`src/rtl/fifo_write_packer.sv`:
```
// fifo_write_packer: pairs host bytes into 16-bit words and drives the FIFO write port, write pointer and full flag.
module fifo_write_packer #(
    parameter int ADDRSIZE = 8,
    parameter int DATASIZE = 16
) (
    input  logic                wclk,
    input  logic                wrst,
    input  logic                byte_valid,
    input  logic [7:0]          byte_data,
    output logic                byte_ready,
    input  logic                flush,
    input  logic [ADDRSIZE:0]   wq2_rptr,
    output logic                winc,
    output logic                wfull,
    output logic [ADDRSIZE-1:0] waddr,
    output logic [DATASIZE-1:0] wdata,
    output logic [ADDRSIZE:0]   wptr
);
    typedef enum logic [1:0] {EMPTY, HALF, PUSH} state_t;
    state_t state, state_nxt;
    logic [7:0] lo_byte, lo_nxt;
    logic [DATASIZE-1:0] wdata_nxt;
    logic [ADDRSIZE:0] wbin, wbinnext, wgraynext;
    logic acc;
    assign byte_ready = (state != PUSH) || !wfull;
    assign winc = (state == PUSH) && !wfull;
    assign acc = byte_valid && byte_ready;
    assign waddr = wbin[ADDRSIZE-1:0];
    assign wbinnext = wbin + {{ADDRSIZE{1'b0}}, winc};
    assign wgraynext = (wbinnext >> 1) ^ wbinnext;
    always_comb begin
        state_nxt = state;
        lo_nxt = lo_byte;
        wdata_nxt = wdata;
        case (state)
            EMPTY: if (acc) begin
                lo_nxt = byte_data;
                state_nxt = HALF;
            end
            HALF: if (acc || flush) begin
                wdata_nxt = {acc ? byte_data : 8'h00, lo_byte};
                state_nxt = PUSH;
            end
            PUSH: if (winc) begin
                lo_nxt = acc ? byte_data : lo_byte;
                state_nxt = acc ? HALF : EMPTY;
            end
            default: state_nxt = EMPTY;
        endcase
    end
    always_ff @(posedge wclk) begin
        if (wrst) begin
            state <= EMPTY;
            lo_byte <= '0;
            wdata <= '0;
            wbin <= '0;
            wptr <= '0;
            wfull <= 1'b0;
        end else begin
            state <= state_nxt;
            lo_byte <= lo_nxt;
            wdata <= wdata_nxt;
            wbin <= wbinnext;
            wptr <= wgraynext;
            wfull <= wgraynext == {~wq2_rptr[ADDRSIZE:ADDRSIZE-1], wq2_rptr[ADDRSIZE-2:0]};
        end
    end
endmodule
```
`config.mk`:
```
export PLATFORM = sky130hd
export DESIGN_NAME = fifo_write_packer
export DESIGN_NICKNAME = d
export VERILOG_FILES = /design/src/rtl/fifo_write_packer.sv
export SDC_FILE = /design/constraint.sdc
export NUM_CORES = 1
export LEC_CHECK = 0
export CORE_ASPECT_RATIO = 2
export CORE_UTILIZATION = 45
export CTS_BUF_LIST = sky130_fd_sc_hd__clkbuf_4
export CTS_CLUSTER_SIZE = 12
export DETAILED_ROUTE_END_ITERATION = 12
export GPL_ROUTABILITY_DRIVEN = 1
export PLACE_DENSITY = 0.79
export SETUP_SLACK_MARGIN = 0.5
export SLEW_MARGIN = 30
export SYNTH_ARGS = -nofsm -noshare
export SYNTH_HDL_FRONTEND = slang
export SYNTH_SLANG_ARGS = --single-unit
```
`constraint.sdc`:
```
create_clock -name wclk -period 6.5 [get_ports wclk]
set_input_delay 1.625 -clock wclk [delete_from_list [all_inputs] [get_ports wclk]]
set_output_delay 1.625 -clock wclk [all_outputs]
set_load 0.01 [all_outputs]
```
==> reports/results.txt <==
Largest delay share family, worst path: buffers and inverters
initial antenna violation count: 0
fin crit share: 52.34%
drt wl/cell: 13.12 um
crit-path cells: nor3b_1 -> clkdlybuf4s50_1
core area: 0.004297 mm^2
Remaining DRCs: 0
endpoints failing hold: 0
Main synth FF type: dfxtp_1
H-tree depth: 2
sequential share of the synthesized area: 43.78%
Worst Path Buf+Inv: 1
CTS tree: built
Hold Crit Class: reg -> reg
r2r endpoint: wfull
Port Buffers: 56
syn avg cell area: 8.902 um^2
hold_buf cts: 0
met2 usage: 34.82%
Syn Nets: 249
Initial Util: 46.83%
count leader, synth: dfxtp_1
total leakage power: 0.9934 nW
WS Path Type: reg -> out
CTS sink cnt: 44
Placer Congestion: 0.7821
postcts setup bufs: 0
largest net degree at the start of global routing: 45
synthesized instance count: 226
max frequency: 293.9 MHz
GRT overflow: 0
Post-Route WL: 4.316 mm
Die W: 49.28 um
design area: 0.002631 mm^2
layout cells sized above 1: 5.455%
total of max-cap violations: 0
Synth area leaders: dfxtp_1 44%, xor2_1 7.4%, nor2_1 6.9%, xnor2_1 4.4%, nand2_1 4.3%
post-layout min period: 3.402 ns
post-synthesis cell area: 0.002012 mm^2
Power Density: 182.9 mW/mm^2
worst hold path stage count: 2
DIE HEIGHT: 96.56 um
Cells after DPL: 321
antenna cell count: 0
grt met3 use: 3.286%
GR peak layer: met2
crit end category: output port
Rel. slew slack: 58.07%
Setup TNS: 0 ns
R2R Setup Slk: 3.70 ns
Hold Path Origin: wdata[7]
ys async rst share: 0%
num ports: 57
CP required: 4.88 ns
Critical Path AT: 1.78 ns
Worst-path clk slew: 0.13 ns
Die ar.: 0.004758 mm^2
slowest stage delay, CP: 0.61 ns
CP startpoint kind: flop
Worst-Skew Late Latency: 0.35 ns
Final ANT Viol Nets: 0
R2R Path Start: state[1]
post-CTS resize count: 0
first-pass GRT wire length: 6.831 mm
Max Slew Vio Count: 0
Layout Area Growth over Synthesis: 30.78%
clk_skew: 0.009071 ns
CTS buffer count: 5
drt first pass iters: 4
Syn. warnings: 0
dpl hpwl: 3.170 mm
endpoints failing setup: 0
Worst-Margin Slew: 0.6289 ns
Final Net Count: 297
number of global-route vias before repair: 1555
via count: 1700
Max VDD drop: 0.1063 mV
crit path max fanout: 6
Synth area leader: dfxtp_1
# rows: 34
Power Total: 0.0004813 W
unrepaired setup endpoints after global routing: no
Iter 0 DRT Violations: 35
Distinct cells, synth: 39
Yosys reg bits: 44
Post-synth top cells: 44 x dfxtp_1, 37 x nor2_1, 23 x nand2_1
Root Buffer: clkbuf_4
Avg Vias per Cell: 5.167
hold worst-path end: wdata[7]
status: finished clean
FF-to-FF path depth: 8
Global Route Usage Sum: 18.75%
number of synthesized flops with an enable pin: 0
Longest Clk Path Bufs: 2
Final Non-Filler Cells: 329
Worst path slowest cell: clkdlybuf4s50_1
Yosys top cell area share: 43.78%
Area after DPL: 0.002565 mm^2
M1 GR Usage: 18.89%
==> worst max-delay path by stage <==
stage                           from         to  slack (ns)  cells past startpoint
after floorplan           byte_valid  wdata[14]        3.68                      6
after global placement    byte_valid  wdata[10]        3.12                      5
after detailed placement  byte_valid   wdata[2]        3.14                      5
after CTS                   state[1]       winc        3.10                      2
after global routing        state[1]       winc        2.96                      2
final                       state[1]       winc        3.10                      2
==> kinds of logic (layout without fill, tap and decap cells) <==
kind of cell	after synthesis	count (layout)	share of synthesized area (%)
AND/OR/NAND/NOR	90	90	21.89
flip-flops	44	44	43.78
multiplexers	8	8	3.980
buffers and inverters	19	68	4.913
AO/OA/AOI/OAI	35	35	11.26
XOR/XNOR	28	28	12.93
adder cells (fa/ha/maj)	2	2	1.244
==> metrics by stage <==
stage / hold WS (ns) / util [%] / setup slack [ns]
6_report: 0.4636 / 61.24 / 3.098
5_1_grt: 0.4805 / 61.24 / 2.959
4_1_cts: 0.4645 / 61.12 / 3.100
3_5_place_dp: 0.4450 / 59.70 / 3.144
3_3_place_gp: 0.4339 / 59.58 / 3.118
2_1_floorplan: 0.4315 / - / 3.677
==> report_power, final <==
| part | internal, W | switching [W] | total, W | leakage (nW) |
|---|---|---|---|---|
| registers | 0.000278 | 0.00000549 | 0.000284 | 0.357 |
| clock network | 0.0000427 | 0.0000919 | 0.000135 | 0.0274 |
| logic | 0.0000331 | 0.0000299 | 0.0000630 | 0.609 |
==> area by class of cell <==
class / count / area, um^2
flip-flops and latches: 44 / 880.8
multi-input cells: 163 / 1042
clock buffers: 5 / 37.54
inverters: 3 / 11.26
clock inverters: 3 / 23.77
well taps: 54 / 67.56
fillers: 404 / 1665
repair buffers: 57 / 568.0
==> flip-flops by register name (all words and copies together) (netlist names) <==
name and flops:
wdata 16, wfull 1, wptr 9, lo_byte 8, wbin 8, state 2
==> metal layers <==
layer,vias up,share of wire [%]
li1,858,-
met3,6,3.7
met1,788,40
met4,0,2.5
met5,-,0
met2,48,54
==> worst reg2reg max path: stages, from the launching register on <==
cell and delay, ns:
dfxtp_1 0.45, nor3b_1 0.37, ha_1 0.64, o21ai_0 0.18, o21ai_0 0.19, o211ai_1 0.17, xnor2_1 0.32, o311ai_1 0.18
nor4_2 0.22
==> cells in the final DEF (no fill, tap or decap), types with 2 or more instances in the layout <==
master | netlist | final
a21oi_1 | 12 | 12
a22oi_1 | 8 | 8
a2bb2oi_1 | 2 | 2
clkbuf_4 | 0 | 5
clkdlybuf4s50_1 | 0 | 56
clkinvlp_4 | 0 | 2
dfxtp_1 | 44 | 44
ha_1 | 2 | 2
inv_1 | 3 | 3
mux2i_1 | 8 | 8
nand2_1 | 23 | 23
nand3_1 | 6 | 6
nand4_1 | 4 | 4
nand4b_1 | 2 | 2
nor2_1 | 37 | 37
nor2b_1 | 4 | 4
nor3b_1 | 4 | 2
nor3b_2 | 0 | 2
o211ai_1 | 2 | 2
o21ai_0 | 5 | 5
xnor2_1 | 10 | 10
xor2_1 | 17 | 17
Note: power is estimated with default switching activity, not from simulation.
